<file path="src/rtl/boot_rom_arb_pkg.sv">
// boot_rom_pkg: shared widths, pipeline tag and access-check helper for boot_rom_arb
// Provides default BYTE_OFS_W/WADDR_W for a 32-bit ROM, width helpers for other
// DATA_WIDTH choices, the S1 pipeline tag type and the misalign/range check.
`ifndef ROM_ADDR_WIDTH
`define ROM_ADDR_WIDTH 16
`endif
package boot_rom_pkg;
  localparam int PORT_ID_W      = 3;
  localparam int DEF_DATA_WIDTH = 32;
  localparam int BYTE_OFS_W     = $clog2(DEF_DATA_WIDTH / 8);
  localparam int WADDR_W        = `ROM_ADDR_WIDTH - BYTE_OFS_W;
  typedef struct packed {
    logic [PORT_ID_W-1:0] id;
    logic                 err;
    logic                 vld;
  } tag_t;
  function automatic int byte_ofs_w(input int dw);
    return $clog2(dw / 8);
  endfunction
  function automatic logic bad_access(input logic [63:0] addr, input int ofs, input int depth);
    return (|(addr & ((64'd1 << ofs) - 64'd1))) || ((addr >> ofs) >= 64'(depth));
  endfunction
endpackage

</file>
<file path="src/rtl/boot_rom_arb_if.sv">
// boot_rom_arb_if: requester-side bus of boot_rom_arb, all ports packed per requester
// req_i/addr_i  : requester -> arbiter, addr held while req_i=1 and gnt_o=0
// gnt_o         : arbiter -> requester, combinational one-hot grant
// rvalid_o/rdata_o/err_o : arbiter -> requester, in-order read responses
interface boot_rom_arb_if #(
  parameter int NUM_PORTS  = 2,
  parameter int ADDR_WIDTH = `ROM_ADDR_WIDTH,
  parameter int DATA_WIDTH = 32
);
  logic [NUM_PORTS-1:0]                 req_i;
  logic [NUM_PORTS-1:0][ADDR_WIDTH-1:0] addr_i;
  logic [NUM_PORTS-1:0]                 gnt_o;
  logic [NUM_PORTS-1:0]                 rvalid_o;
  logic [NUM_PORTS-1:0][DATA_WIDTH-1:0] rdata_o;
  logic [NUM_PORTS-1:0]                 err_o;
  modport master (output req_i, addr_i, input gnt_o, rvalid_o, rdata_o, err_o);
  modport slave  (input req_i, addr_i, output gnt_o, rvalid_o, rdata_o, err_o);
endinterface

</file>
<file path="src/rtl/boot_rom_arb_rr_arbiter.sv">
// rr_arbiter: round-robin grant among NUM_PORTS requesters
// i_en  : allow granting this cycle
// i_req : per-port request; o_gnt : one-hot grant; o_id : index of granted port
module rr_arbiter #(
  parameter  int NUM_PORTS = 2,
  localparam int IDW       = NUM_PORTS > 1 ? $clog2(NUM_PORTS) : 1
) (
  input  logic                 clk,
  input  logic                 rst_n,
  input  logic                 i_en,
  input  logic [NUM_PORTS-1:0] i_req,
  output logic [NUM_PORTS-1:0] o_gnt,
  output logic [IDW-1:0]       o_id
);
  logic [IDW-1:0] r_ptr;
  // r_ptr is the highest-priority port; scanning downwards lets the port
  // nearest r_ptr overwrite any farther candidate.
  always_comb begin
    o_gnt = '0;
    o_id  = '0;
    for (int i = NUM_PORTS - 1; i >= 0; i--)
      if (i_en && i_req[(int'(r_ptr) + i) % NUM_PORTS]) begin
        o_gnt = '0;
        o_gnt[(int'(r_ptr) + i) % NUM_PORTS] = 1'b1;
        o_id = IDW'((int'(r_ptr) + i) % NUM_PORTS);
      end
  end
  always_ff @(posedge clk or negedge rst_n)
    if (!rst_n) r_ptr <= '0;
    else if (|o_gnt) r_ptr <= (int'(o_id) == NUM_PORTS - 1) ? '0 : o_id + 1'b1;
endmodule

</file>
<file path="src/rtl/boot_rom_arb.sv">
// boot_rom_arb: round-robin, pipelined multi-port read front-end for a single-port boot ROM
// clk/rst_n   : clock, asynchronous active-low reset
// bus         : requester bus (req/addr/gnt/rvalid/rdata/err per port)
// rom_en_o    : ROM enable for accepted, well-formed accesses
// rom_addr_o  : ROM word address, held when no access is issued
// rom_rdata_i : ROM data, valid the cycle after rom_en_o
module boot_rom_arb
  import boot_rom_pkg::*;
#(
  parameter  int NUM_PORTS  = 2,
  parameter  int ADDR_WIDTH = `ROM_ADDR_WIDTH,
  parameter  int DATA_WIDTH = 32,
  parameter  int ROM_DEPTH  = 1024,
  parameter  int OUTPUT_REG = 1,
  localparam int BOW        = byte_ofs_w(DATA_WIDTH),
  localparam int WAW        = ADDR_WIDTH - BOW,
  localparam int IDW        = NUM_PORTS > 1 ? $clog2(NUM_PORTS) : 1
) (
  input  logic                  clk,
  input  logic                  rst_n,
  boot_rom_arb_if.slave         bus,
  output logic                  rom_en_o,
  output logic [WAW-1:0]        rom_addr_o,
  input  logic [DATA_WIDTH-1:0] rom_rdata_i
);
  logic [NUM_PORTS-1:0]  w_gnt;
  logic [NUM_PORTS-1:0]  w_hit;
  logic [IDW-1:0]        w_id;
  logic [ADDR_WIDTH-1:0] w_addr;
  logic                  w_any;
  logic                  w_err;
  logic [DATA_WIDTH-1:0] w_s1_data;
  logic [WAW-1:0]        r_rom_addr;
  tag_t                  r_s1;
  rr_arbiter #(.NUM_PORTS(NUM_PORTS)) u_arb (
    .clk   (clk),
    .rst_n (rst_n),
    .i_en  (1'b1),
    .i_req (bus.req_i),
    .o_gnt (w_gnt),
    .o_id  (w_id)
  );
  assign w_addr      = bus.addr_i[w_id];
  assign w_any       = |w_gnt;
  assign w_err       = w_any && bad_access(64'(w_addr), BOW, ROM_DEPTH);
  assign bus.gnt_o   = w_gnt;
  assign rom_en_o    = w_any && !w_err;
  // Error or idle cycles leave the ROM address untouched to avoid needless toggling.
  assign rom_addr_o  = rom_en_o ? w_addr[ADDR_WIDTH-1:BOW] : r_rom_addr;
  assign w_s1_data   = r_s1.err ? '0 : rom_rdata_i;
  always_ff @(posedge clk or negedge rst_n)
    if (!rst_n) begin
      r_rom_addr <= '0;
      r_s1       <= '0;
    end else begin
      r_rom_addr <= rom_addr_o;
      r_s1       <= '{id: PORT_ID_W'(w_id), err: w_err, vld: w_any};
    end
  for (genvar g = 0; g < NUM_PORTS; g++) begin : g_hit
    assign w_hit[g] = r_s1.vld && (r_s1.id == PORT_ID_W'(g));
  end
  if (OUTPUT_REG != 0) begin : g_oreg
    logic [NUM_PORTS-1:0]                 r_rvalid;
    logic [NUM_PORTS-1:0]                 r_err;
    logic [NUM_PORTS-1:0][DATA_WIDTH-1:0] r_rdata;
    always_ff @(posedge clk or negedge rst_n)
      if (!rst_n) begin
        r_rvalid <= '0;
        r_err    <= '0;
        r_rdata  <= '0;
      end else begin
        r_rvalid <= w_hit;
        r_err    <= w_hit & {NUM_PORTS{r_s1.err}};
        for (int k = 0; k < NUM_PORTS; k++)
          if (w_hit[k]) r_rdata[k] <= w_s1_data;
      end
    assign bus.rvalid_o = r_rvalid;
    assign bus.err_o    = r_err;
    assign bus.rdata_o  = r_rdata;
  end else begin : g_comb
    assign bus.rvalid_o = w_hit;
    assign bus.err_o    = w_hit & {NUM_PORTS{r_s1.err}};
    for (genvar g = 0; g < NUM_PORTS; g++) begin : g_data
      assign bus.rdata_o[g] = w_hit[g] ? w_s1_data : '0;
    end
  end
endmodule

</file>
<file path="src/flat_wrapper.sv">
// flat-port wrapper written by rule: the top's interface ports become plain ports
module boot_rom_arb_flat import boot_rom_pkg::*;
#(
  parameter  int NUM_PORTS  = 2,
  parameter  int ADDR_WIDTH = `ROM_ADDR_WIDTH,
  parameter  int DATA_WIDTH = 32,
  parameter  int ROM_DEPTH  = 1024,
  parameter  int OUTPUT_REG = 1,
  localparam int BOW        = byte_ofs_w(DATA_WIDTH),
  localparam int WAW        = ADDR_WIDTH - BOW,
  localparam int IDW        = NUM_PORTS > 1 ? $clog2(NUM_PORTS) : 1
)
  (clk, rst_n, rom_en_o, rom_addr_o, rom_rdata_i, bus_req_i, bus_addr_i, bus_gnt_o, bus_rvalid_o, bus_rdata_o, bus_err_o);
  boot_rom_arb_if #(.NUM_PORTS(NUM_PORTS), .ADDR_WIDTH(ADDR_WIDTH), .DATA_WIDTH(DATA_WIDTH)) bus_i ();
  input  logic clk;
  input  logic rst_n;
  output logic rom_en_o;
  output logic [WAW-1:0] rom_addr_o;
  input  logic [DATA_WIDTH-1:0] rom_rdata_i;
  input wire logic [$bits(bus_i.req_i)-1:0] bus_req_i;
  input wire logic [$bits(bus_i.addr_i)-1:0] bus_addr_i;
  output wire logic [$bits(bus_i.gnt_o)-1:0] bus_gnt_o;
  output wire logic [$bits(bus_i.rvalid_o)-1:0] bus_rvalid_o;
  output wire logic [$bits(bus_i.rdata_o)-1:0] bus_rdata_o;
  output wire logic [$bits(bus_i.err_o)-1:0] bus_err_o;
  assign bus_i.req_i = bus_req_i;
  assign bus_i.addr_i = bus_addr_i;
  assign bus_gnt_o = bus_i.gnt_o;
  assign bus_rvalid_o = bus_i.rvalid_o;
  assign bus_rdata_o = bus_i.rdata_o;
  assign bus_err_o = bus_i.err_o;
  boot_rom_arb #(.NUM_PORTS(NUM_PORTS), .ADDR_WIDTH(ADDR_WIDTH), .DATA_WIDTH(DATA_WIDTH), .ROM_DEPTH(ROM_DEPTH), .OUTPUT_REG(OUTPUT_REG)) u_core (.clk(clk), .rst_n(rst_n), .bus(bus_i), .rom_en_o(rom_en_o), .rom_addr_o(rom_addr_o), .rom_rdata_i(rom_rdata_i));
endmodule
</file>
<file path="config.mk">
export PLATFORM = sky130hd
export DESIGN_NAME = boot_rom_arb_flat
export DESIGN_NICKNAME = d
export VERILOG_FILES = /design/src/rtl/boot_rom_arb_pkg.sv /design/src/rtl/boot_rom_arb_if.sv /design/src/rtl/boot_rom_arb_rr_arbiter.sv /design/src/rtl/boot_rom_arb.sv /design/src/flat_wrapper.sv
export SDC_FILE = /design/constraint.sdc
export NUM_CORES = 1
export LEC_CHECK = 0
export ABC_AREA = 0
export BUFFER_PORTS_ARGS = -buffer_cell sky130_fd_sc_hd__clkbuf_2
export CELL_PAD_IN_SITES_DETAIL_PLACEMENT = 1
export CELL_PAD_IN_SITES_GLOBAL_PLACEMENT = 1
export CORE_UTILIZATION = 37
export CTS_BUF_LIST = sky130_fd_sc_hd__clkbuf_16
export CTS_CLUSTER_SIZE = 20
export DETAILED_ROUTE_END_ITERATION = 8
export GPL_ROUTABILITY_DRIVEN = 0
export PLACE_DENSITY_LB_ADDON = 0.1
export SYNTH_ARGS = -nofsm -noshare
export SYNTH_HDL_FRONTEND = slang
export SYNTH_HIERARCHICAL = 1
export SYNTH_SLANG_ARGS = --single-unit
</file>
<file path="constraint.sdc">
create_clock -name clk -period 4.35 [get_ports clk]
set_input_delay 0.435 -clock clk [delete_from_list [all_inputs] [get_ports clk]]
set_output_delay 0.435 -clock clk [all_outputs]
set_load 0.005 [all_outputs]
</file>
Yosys cells after proc, flatten, opt, wreduce, memory -nomap -nowiden

Cells that the tools add are included.

$add $sub $neg: 2
$lt $le $gt $ge: 6
Mux-type cells: 18
Bitwise gates (word level): 2
Reduce and logical (&&, ||, !) cells: 11

Operators by type and width:

| operator               | count |
|---|---|
| $mux W16               | 2 |
| $mux W32               | 1 |
| $ge A14 B11 Y1 const B | 1 |
| $mux W14               | 1 |
| $mux W1                | 10 |
| $logic_and A1 B1 Y1    | 6 |
| $lt A1 B2 Y1 const B   | 2 |
| $mux W2                | 2 |
| $reduce_or A2 Y1       | 2 |
| $logic_not A3 Y1       | 1 |
| $lt A2 B3 Y1 const B   | 1 |
| $add A1 B1 Y1 const B  | 2 |
| $and A2 B2 Y2          | 1 |
| $demux W1 S1           | 2 |
| $ge A2 B1 Y1 const B   | 1 |
| $and A1 B1 Y1 const A  | 1 |
| $ge A1 B1 Y1 const B   | 1 |
| $logic_not A1 Y1       | 1 |
| $logic_or A1 B1 Y1     | 1 |

Bits in registers: 86
Input bits: 68
Output and inout bits: 85
Word-level logic and storage cells: 48

Logic depth before layout (Yosys ltp)

Gate-level depths: netlist of run 1.

Depth after elaboration: 15
Depth in mapped cells: 7
Gate-level depth less buffers: 6

Modules after synthesis

Netlist of run 1, hierarchy kept.

Modules (own cells, without submodules):

| module       | instances | cells each | area each (um2) | sequential area each (um2) |
|---|---|---|---|---|
| boot_rom_arb | 1         | 305        | 3,338.2         | 2,127.0 |
| rr_arbiter   | 1         | 9          | 68.8            | 25.0 |

Worst setup path before layout of run 1

Ideal clock, no wire load.

Path type: in2out
Start point: input port bus_req_i[1]
End point: output port rom_addr_o[5]
Arrival: 1.705 ns
Data required time: 3.915 ns
Setup slack: 2.210 ns
Cell stages on the path: 7
Buffers on the path: 1
Cell sequence: nand2_1 a21oi_1 nor3b_1 nand2_1 a21oi_4 buf_6 mux2_4

Cells in the longest elaborated chain, start to end: 13
Elaborated cells on any way between the ends: 19
Classes of those cells: order compare (1); mux (12); reduce/logical (6)

RTL lines:

| item                                                      | line                          | text |
|---|---|---|
| start, declared                                           | flat_wrapper.sv:20            | `input wire logic [$bits(bus_i.req_i)-1:0] bus_req_i;` |
| $mux W1 (implied by the code) (3 in series)               | boot_rom_arb_rr_arbiter.sv:22 | `if (i_en && i_req[(int'(r_ptr) + i) % NUM_PORTS]) begin` |
| $mux W1                                                   | boot_rom_arb_rr_arbiter.sv:22 |  |
| $mux W1 (*)                                               | boot_rom_arb_rr_arbiter.sv:22 |  |
| via u_core.w_id                                           | boot_rom_arb.sv:28            | `logic [IDW-1:0] w_id;` |
| $mux W16 (implied by the code) (*) (2 in series)          | boot_rom_arb.sv:43            | `assign w_addr = bus.addr_i[w_id];` |
| $ge A14 B11 Y1 / $reduce_or A2 Y1 (equally long branches) | boot_rom_arb_pkg.sv:21        | `return (\|(addr & ((64'd1 << ofs) - 64'd1))) \|\| ((addr >> ofs) >= 64'(depth));` |
| $logic_or A1 B1 Y1 (*)                                    | boot_rom_arb_pkg.sv:21        |  |
| $logic_and A1 B1 Y1 (*)                                   | boot_rom_arb.sv:45            | `assign w_err = w_any && bad_access(64'(w_addr), BOW, ROM_DEPTH);` |
| $logic_not A1 Y1 (*)                                      | boot_rom_arb.sv:47            | `assign rom_en_o = w_any && !w_err;` |
| $logic_and A1 B1 Y1 (*)                                   | boot_rom_arb.sv:47            |  |
| via rom_en_o                                              | flat_wrapper.sv:17            | `output logic rom_en_o;` |
| $mux W14 (*)                                              | boot_rom_arb.sv:49            | `assign rom_addr_o = rom_en_o ? w_addr[ADDR_WIDTH-1:BOW] : r_rom_addr;` |
| end, declared                                             | flat_wrapper.sv:18            | `output logic [WAW-1:0] rom_addr_o;` |

Mark *: on every way through the listed nets, which the timed path passes. The rest lies on a longest branch. The select of a mux whose other input is x is not followed.

Worst setup path after layout of run 1

Start point: register u_core.u_arb.r_ptr
End point: output port rom_addr_o[2]

Cells in the longest elaborated chain, start to end: 14
Elaborated cells on any way between the ends: 31
Classes of those cells: add/sub (1); order compare (5); mux (16); bitwise (1); reduce/logical (8)

RTL lines:

| item                                                      | line                                                                                        | text |
|---|---|---|
| start, declared                                           | boot_rom_arb_rr_arbiter.sv:15                                                               | `logic [IDW-1:0] r_ptr;` |
| start signal, assigned                                    | boot_rom_arb_rr_arbiter.sv:30                                                               | `else if (\|o_gnt) r_ptr <= (int'(o_id) == NUM_PORTS - 1) ? '0 : o_id + 1'b1;` |
| $add A1 B1 Y1                                             | boot_rom_arb_rr_arbiter.sv:22, boot_rom_arb_rr_arbiter.sv:24, boot_rom_arb_rr_arbiter.sv:25 |  |
| $mux W1 (implied by the code) (3 in series)               | boot_rom_arb_rr_arbiter.sv:22                                                               |  |
| $mux W1 (2 in series)                                     | boot_rom_arb_rr_arbiter.sv:22                                                               |  |
| $mux W16 (implied by the code) (2 in series)              | boot_rom_arb.sv:43                                                                          |  |
| $ge A14 B11 Y1 / $reduce_or A2 Y1 (equally long branches) | boot_rom_arb_pkg.sv:21                                                                      |  |
| $logic_or A1 B1 Y1                                        | boot_rom_arb_pkg.sv:21                                                                      |  |
| $logic_and A1 B1 Y1                                       | boot_rom_arb.sv:45                                                                          |  |
| $logic_not A1 Y1                                          | boot_rom_arb.sv:47                                                                          |  |
| $logic_and A1 B1 Y1                                       | boot_rom_arb.sv:47                                                                          |  |
| $mux W14 (*)                                              | boot_rom_arb.sv:49                                                                          |  |

Mark *: on every way between the ends. The rest lies on a longest branch, timed or not. The select of a mux whose other input is x is not followed.

==> results of run 1 <==
-- sequential cells by signal (all words and copies together), names as in the netlist --
name / cells
u_core/bus.err_o: 2
u_core/bus.rdata_o: 64
u_core/bus.rvalid_o: 2
u_core/r_rom_addr: 14
u_core/r_s1: 3
u_core/u_arb/r_ptr: 1
-- layout make-up --
cell class | count | area (um^2)
multi-input cells | 206 | 1170
inverters | 4 | 15.0
well taps | 108 | 135
flip-flops and latches | 86 | 2150
fillers | 1002 | 4240
repair buffers | 154 | 778
clock buffers | 9 | 225
clock inverters | 7 | 91.3
-- power breakdown --
group	leakage [nW]	total, mW	internal (mW)	switching, mW
Sequential	1.10	1.08	0.979	0.0994
Clock	0.154	0.805	0.500	0.305
Combinational	1.17	0.463	0.228	0.235
-- cells by family after synthesis --
logic type / count (synthesis) / synth area share, %
DFF: 86 / 63.2
other: 1 / 0.110
AOI/OAI and AO/OA: 68 / 10.4
and+or+nand+nor: 115 / 16.2
buffers and inverters: 24 / 2.97
muxes: 20 / 7.16
-- path summary, 6_finish.rpt --
kind                                        start                     end  slack, ns  cells after the start
max in group asynchronous                   rst_n   u_core/bus.rdata_o[0]       3.29                      2
max reg2reg                    u_core/u_arb/r_ptr    u_core/r_rom_addr[0]       2.17                      7
min in group clk                   rom_rdata_i[8]   u_core/bus.rdata_o[8]       0.36                      3
min                                         rst_n  u_core/bus.rdata_o[59]       0.16                      1
min reg2reg                u_core/bus.rdata_o[19]  u_core/bus.rdata_o[19]       0.48                      2
max                            u_core/u_arb/r_ptr           rom_addr_o[2]       1.42                      8
-- layout by cell type, fill, tap and decap left out, types with 2 or more instances in the layout --
master      Yosys  routed
nor2b_1         4       4
nand2b_1       33      32
dfrtp_1        86      86
inv_1           4       6
clkbuf_16       0       9
a21oi_1         2       2
mux2_4          5       5
nand2_1        69      68
and3_1          3       3
clkbuf_2        0     151
clkinvlp_4      0       2
conb_1          1       3
o21ai_0        64      64
mux2_2         15      15
bufinv_16       0       2
buf_4           1       3
-- per-stage QoR --
stage	std cells	setup slack [ns]
after global placement	558	1.65
after detailed placement	558	1.60
after global routing	574	1.23
final	574	1.42
after floorplan	316	2.21
after CTS	574	1.37
-- critical path, delay by kind of cell (launching register included) --
| kind | cells | cell delay, ns |
|---|---|---|
| flip-flops | 1 | 0.37 |
| AND/OR/NAND/NOR | 2 | 0.34 |
| AO/OA/AOI/OAI | 2 | 0.63 |
| buffers and inverters | 3 | 0.42 |
| multiplexers | 1 | 0.41 |
-- Yosys cell counts --
| library cell | instances | area [um^2] |
|---|---|---|
| a21oi_1 | 2 | 10.0 |
| nor2b_1 | 4 | 25.0 |
| mux2_2 | 15 | 169 |
| nor2_1 | 1 | 3.75 |
| nor4_1 | 1 | 6.26 |
| inv_1 | 4 | 15.0 |
| nand2_1 | 69 | 259 |
| and3_1 | 3 | 18.8 |
| nor3b_1 | 1 | 7.51 |
| and2_1 | 1 | 6.26 |
| conb_1 | 1 | 3.75 |
| nand2b_1 | 33 | 206 |
| mux2_4 | 5 | 75.1 |
| buf_4 | 1 | 7.51 |
| nor3_1 | 1 | 5.00 |
| nor4_2 | 1 | 12.5 |
| a21oi_2 | 1 | 8.76 |
| a21oi_4 | 1 | 16.3 |
| buf_6 | 1 | 11.3 |
| dfrtp_1 | 86 | 2150 |
| clkbuf_1 | 18 | 67.6 |
| o21ai_0 | 64 | 320 |
-- metal layers --
layer / up-vias / part of all wire, % / global-route usage [%]
li1: 1322 / - / -
met1: 1243 / 44 / 25.0
met2: 94 / 47 / 29.2
met3: 9 / 7.9 / 5.51
met4: 0 / 1.2 / 6.64
met5: - / 0 / 0
==> metrics.txt, run 1 <==
# TYPE chip_impl_metric gauge
chip_impl_info{name="status",value="finished with violations"} 1
chip_impl_info{name="violations",value="design-rule violations"} 1
chip_impl_info{name="clock_tree.root_cell",value="clkbuf_16"} 1
chip_impl_metric{name="timing.final.setup_violations",unit=""} 0
chip_impl_metric{name="synth_cell_type_count",unit=""} 22
chip_impl_metric{name="slew-limit-headroom",unit="%"} 25.8
chip_impl_metric{name="via_per_inst",unit=""} 4.65
chip_impl_info{name="worst_setup_path_start_kind",value="register"} 1
chip_impl_metric{name="p_per_area",unit="nW/um^2"} 514
chip_impl_metric{name="post_drt_wl_per_cell",unit="um"} 14.6
chip_impl_metric{name="detailedPlacementHpwl",unit="mm"} 5.81
chip_impl_metric{name="io_buffer_count",unit=""} 152
chip_impl_metric{name="worst_hold_slack",unit="ns"} 0.162
chip_impl_metric{name="clkTransAtPathRegs",unit="ns"} 0.06
chip_impl_metric{name="grt_antenna_before_repair",unit=""} 0
chip_impl_metric{name="finalCritPeriodShare",unit="%"} 67.4
chip_impl_metric{name="htreeDepth",unit=""} 3
chip_impl_info{name="class_of_the_most_critical_setup_path",value="reg2out"} 1
chip_impl_metric{name="syn_avg_cell_area",unit="um^2"} 10.9
chip_impl_metric{name="place_area",unit="um^2"} 4250
chip_impl_metric{name="maxCapViolCount",unit=""} 0
chip_impl_metric{name="cts-root-to-sink-buffers",unit=""} 2
chip_impl_metric{name="cpPeakStageDelay",unit="ns"} 0.49
chip_impl_metric{name="design.core.area",unit="um^2"} 8810
chip_impl_metric{name="worstPathArrival",unit="ns"} 2.50
chip_impl_metric{name="slew_viol_final",unit=""} 0
chip_impl_metric{name="synth_seq_area_share",unit="%"} 63.2
chip_impl_metric{name="floorplan.initialDensity",unit="%"} 38.7
chip_impl_metric{name="power",unit="mW"} 2.35
chip_impl_metric{name="cts.sinks",unit=""} 86
chip_impl_metric{name="die-width",unit="um"} 98.0
chip_impl_metric{name="post_cts.repair.setup_buffers",unit=""} 0
chip_impl_metric{name="vdd_ir_drop_max",unit="mV"} 0.212
chip_impl_metric{name="num_io_pins",unit=""} 153
chip_impl_metric{name="area_growth",unit="%"} 33.9
chip_impl_metric{name="detailed_route_via_count",unit=""} 2668
chip_impl_metric{name="design.final.nets",unit=""} 529
chip_impl_metric{name="die_height",unit="um"} 98.0
chip_impl_metric{name="ctsResizeCount",unit=""} 0
chip_impl_metric{name="worst_skew_pair.late_latency",unit="ns"} 0.33
chip_impl_metric{name="worstPathMaxFanout",unit=""} 15
chip_impl_metric{name="timing_hold_violations_final",unit=""} 0
chip_impl_metric{name="syn-instance-count",unit=""} 314
chip_impl_metric{name="routed_wl",unit="mm"} 8.38
chip_impl_info{name="rsz0062_at_grt",value="no"} 1
chip_impl_metric{name="worst_clock_skew",unit="ns"} 0.0102
chip_impl_info{name="crit_path_cell_trace",value="inv_1 > a21oi_1 > buf_4 > nor3b_1 > nand2_1 > a21oi_4 > mux2_2 > clkbuf_2"} 1
chip_impl_metric{name="stdcell_area",unit="um^2"} 4560
chip_impl_metric{name="grt_pass1_vias",unit=""} 2799
chip_impl_metric{name="gr-total-overflow",unit=""} 0
chip_impl_metric{name="final_standard_cell_utilization_of_the_core",unit="%"} 51.8
chip_impl_metric{name="synth-warning-count",unit=""} 6
chip_impl_metric{name="cts_made_buffers",unit=""} 9
chip_impl_metric{name="syn_area",unit="um^2"} 3410
chip_impl_metric{name="dieArea",unit="um^2"} 9600
chip_impl_metric{name="maximum_number_of_pins_on_one_net_before_global_route_repair",unit=""} 66
chip_impl_info{name="setup.worst_path.end_class",value="output pin"} 1
chip_impl_metric{name="global_route_wire_length_before_repair",unit="mm"} 14.2
chip_impl_metric{name="drt_pass1_iterations",unit=""} 6
chip_impl_metric{name="maxClockFrequency",unit="MHz"} 341
chip_impl_metric{name="synth-seq-cells",unit=""} 86
chip_impl_metric{name="tightest_slew",unit="ns"} 1.11
chip_impl_metric{name="period_minus_slack",unit="ns"} 2.93
chip_impl_metric{name="worstPathRequired",unit="ns"} 3.91
chip_impl_metric{name="leakagePower",unit="nW"} 2.43
chip_impl_info{name="cpMaxStageDelayCell",value="a21oi_4"} 1
chip_impl_metric{name="row_count",unit=""} 34
chip_impl_info{name="tritoncts",value="done"} 1
chip_impl_metric{name="gr-usage-all-layers",unit="%"} 18.8
chip_impl_metric{name="number_of_buffers_inserted_by_hold_repair_at_cts",unit=""} 0
chip_impl_info{name="timing.hold.worst.class",value="in2async"} 1
chip_impl_metric{name="detail_route.drc_violations",unit=""} 10
chip_impl_metric{name="n_antenna_cell",unit=""} 0
chip_impl_metric{name="post_route_setup_tns",unit="ns"} 0
chip_impl_metric{name="dr.first_iter.drc_count",unit=""} 60
chip_impl_metric{name="ant_nets",unit=""} 0
chip_impl_metric{name="post_route_cells_drive_above_1_share",unit="%"} 41.4
No activity file was read; power rests on OpenSTA's default activity.
==> run 2, diff against run 1 <==
--- a/config.mk
+++ b/config.mk
@@ -9,7 +9,7 @@
 export BUFFER_PORTS_ARGS = -buffer_cell sky130_fd_sc_hd__clkbuf_2
 export CELL_PAD_IN_SITES_DETAIL_PLACEMENT = 1
 export CELL_PAD_IN_SITES_GLOBAL_PLACEMENT = 1
-export CORE_UTILIZATION = 37
+export CORE_UTILIZATION = 31
 export CTS_BUF_LIST = sky130_fd_sc_hd__clkbuf_16
 export CTS_CLUSTER_SIZE = 20
 export DETAILED_ROUTE_END_ITERATION = 8
==> constraint.sdc (replaced) <==
create_clock -name clk -period 2.53 [get_ports clk]
set_input_delay 0.253 -clock clk [delete_from_list [all_inputs] [get_ports clk]]
set_output_delay 0.253 -clock clk [all_outputs]
set_load 0.005 [all_outputs]
==> run 2 against run 1 <==
Net effect:
- worst setup slack worse by 1.2 ns
- the run now ends clean
- via count rose by 4.3%
- critical path depth rose by 1
- flip-flop and latch count did not move
- routed wire length is 8.6% higher
- clock-buffer cell count did not move
- sequential power rose by 71%
- die area grew 19%
==> metrics.txt, run 2 (synthesized netlist as in run 1, its figures left out) <==
# TYPE chip_impl_metric gauge
chip_impl_info{name="startpoint",value="u_core/u_arb/r_ptr"} 1
chip_impl_metric{name="layout_setup_ws",unit="ns"} 0.170
chip_impl_info{name="rsz0062_at_grt",value="no"} 1
chip_impl_metric{name="timing.final.setup_violations",unit=""} 0
chip_impl_info{name="r2r-start",value="u_core/u_arb/r_ptr"} 1
chip_impl_metric{name="largest_reg_flops",unit=""} 64
chip_impl_metric{name="dieArea",unit="um^2"} 11400
chip_impl_metric{name="post_route_cells_drive_above_1_share",unit="%"} 42.5
chip_impl_metric{name="leakagePower",unit="nW"} 2.46
chip_impl_metric{name="n_antenna_cell",unit=""} 0
chip_impl_metric{name="period_minus_slack",unit="ns"} 2.36
chip_impl_metric{name="slew_viol_final",unit=""} 0
chip_impl_metric{name="clkTransAtPathRegs",unit="ns"} 0.06
chip_impl_metric{name="global_route_wire_length_before_repair",unit="mm"} 15.1
chip_impl_metric{name="routed_wl",unit="mm"} 9.09
chip_impl_metric{name="maxCapViolCount",unit=""} 0
chip_impl_info{name="worst_setup_path_start_kind",value="register"} 1
chip_impl_metric{name="grt_pass1_vias",unit=""} 2926
chip_impl_metric{name="die-width",unit="um"} 107
chip_impl_metric{name="detailed_route_via_count",unit=""} 2783
chip_impl_metric{name="via_per_inst",unit=""} 4.55
chip_impl_metric{name="row_count",unit=""} 37
chip_impl_metric{name="slew-limit-headroom",unit="%"} 55.5
chip_impl_metric{name="worst_clock_skew",unit="ns"} 0.00667
chip_impl_metric{name="design.final.nets",unit=""} 538
chip_impl_metric{name="finalCritPeriodShare",unit="%"} 93.3
chip_impl_metric{name="timing_hold_violations_final",unit=""} 0
chip_impl_metric{name="maxClockFrequency",unit="MHz"} 424
chip_impl_metric{name="drt_pass1_iterations",unit=""} 3
chip_impl_metric{name="gr-usage-all-layers",unit="%"} 17.2
chip_impl_metric{name="timing.reg2reg.worst_path_depth",unit=""} 8
chip_impl_info{name="tritoncts",value="done"} 1
chip_impl_info{name="hold_path_end",value="u_core/bus.rdata_o[6]"} 1
chip_impl_info{name="status",value="finished clean"} 1
chip_impl_metric{name="preCtsSetupSlack",unit="ns"} 0.321
chip_impl_metric{name="cts-root-to-sink-buffers",unit=""} 2
chip_impl_metric{name="placed_cells",unit=""} 593
chip_impl_metric{name="cts_made_buffers",unit=""} 9
chip_impl_metric{name="worst_hold_slack",unit="ns"} 0.176
chip_impl_metric{name="floorplan.initialDensity",unit="%"} 32.4
chip_impl_metric{name="die_height",unit="um"} 107
chip_impl_metric{name="dr.first_iter.drc_count",unit=""} 50
chip_impl_info{name="worst_hold_startpoint",value="rom_rdata_i[6]"} 1
chip_impl_metric{name="worstPathRequired",unit="ns"} 2.28
chip_impl_metric{name="worstPathArrival",unit="ns"} 2.11
chip_impl_info{name="setup.worst_path.end_class",value="output pin"} 1
chip_impl_metric{name="worst_skew_pair.late_latency",unit="ns"} 0.33
chip_impl_metric{name="ant_nets",unit=""} 0
chip_impl_info{name="layout.cells.most_common",value="clkbuf_2"} 1
chip_impl_metric{name="reg2reg_slack",unit="ns"} 0.75
chip_impl_metric{name="p_per_area",unit="nW/um^2"} 832
chip_impl_info{name="class_of_the_most_critical_setup_path",value="reg2out"} 1
chip_impl_info{name="clock_tree.root_cell",value="clkbuf_16"} 1
chip_impl_info{name="worst_r2r_endpoint",value="u_core/r_rom_addr[9]"} 1
chip_impl_info{name="timing.hold.worst.class",value="in2reg"} 1
chip_impl_metric{name="detailedPlacementHpwl",unit="mm"} 6.56
chip_impl_metric{name="worstHoldPathCells",unit=""} 3
chip_impl_metric{name="fin_cells",unit=""} 611
chip_impl_metric{name="power",unit="mW"} 3.85
chip_impl_metric{name="maximum_number_of_pins_on_one_net_before_global_route_repair",unit=""} 66
chip_impl_metric{name="vdd_ir_drop_max",unit="mV"} 0.299
chip_impl_info{name="most-common-layout-cells",value="clkbuf_2, dfrtp_1, nand2_1"} 1
chip_impl_metric{name="cts.sinks",unit=""} 86
chip_impl_metric{name="gr-total-overflow",unit=""} 0
chip_impl_metric{name="worstPathMaxFanout",unit=""} 6
chip_impl_metric{name="io_buffer_count",unit=""} 152
chip_impl_metric{name="post_route_setup_tns",unit="ns"} 0
chip_impl_metric{name="area_growth",unit="%"} 35.8
chip_impl_metric{name="design.core.area",unit="um^2"} 10500
chip_impl_metric{name="post_drt_wl_per_cell",unit="um"} 14.9
chip_impl_metric{name="num_io_pins",unit=""} 153
chip_impl_metric{name="htreeDepth",unit=""} 3
chip_impl_metric{name="grt_antenna_before_repair",unit=""} 0
chip_impl_metric{name="tightest_slew",unit="ns"} 0.668
chip_impl_metric{name="detail_route.drc_violations",unit=""} 0
==> run 2: what timing repair did <==
item                                   CTS  global route
setup buffers                            1             0
hold buffers                             1             0
gates resized for setup                  1             3
setup endpoints to repair               10            10
pin swaps                                0             0
endpoints found under the hold margin   47             0
==> run 2: through the flow <==
stage | util, % | area, um^2
after floorplan | - | 3410
after global placement | 41.2 | 4330
after detailed placement | 41.2 | 4330
after CTS | 43.9 | 4610
after global routing | 44.0 | 4630
final | 44.0 | 4630
==> run 2: layout make-up <==
| cell class | instances | area (um^2) |
|---|---|---|
| Fill cell | 1193 | 5880 |
| Sequential cell | 86 | 2150 |
| Multi-Input combinational cell | 206 | 1170 |
| Timing Repair Buffer | 163 | 856 |
| Clock buffer | 9 | 225 |
| Tap cell | 136 | 170 |
| Clock inverter | 7 | 33.8 |
| Inverter | 4 | 15.0 |
==> run 2: critical path, stage by stage (launching register included) <==
cell	delay (ns)
dfrtp_1	0.39
inv_1	0.11
a21oi_2	0.07
buf_6	0.12
nor3_1	0.17
nand2_1	0.13
a21oi_4	0.17
buf_4	0.17
mux2_2	0.35
clkbuf_2	0.12
==> run 2: worst max-delay path by stage <==
| stage | to | slack [ns] | cells past startpoint |
|---|---|---|---|
| 2_1_floorplan | rom_addr_o[5] | 0.62 | 7 |
| 3_3_place_gp | rom_addr_o[1] | 0.40 | 9 |
| 3_5_place_dp | rom_addr_o[5] | 0.32 | 9 |
| 4_1_cts | rom_addr_o[1] | 0.08 | 9 |
| 5_1_grt | rom_addr_o[0] | 0.02 | 9 |
| 6_report | rom_addr_o[1] | 0.17 | 9 |
==> run 2: layer usage <==
| layer | share of wire, % | global-route usage [%] | vias to the layer above |
|---|---|---|---|
| met3 | 6.4 | 4.50 | 12 |
| met2 | 45 | 26.6 | 99 |
| met4 | 1.7 | 7.34 | 0 |
| li1 | - | - | 1336 |
| met1 | 47 | 22.7 | 1336 |
| met5 | 0 | 0 | - |
==> run 2: power breakdown <==
part / leakage, nW / total (mW) / switching [mW] / internal, mW
Combinational: 1.22 / 0.824 / 0.419 / 0.405
Clock: 0.135 / 1.17 / 0.523 / 0.649
Sequential: 1.10 / 1.85 / 0.169 / 1.68
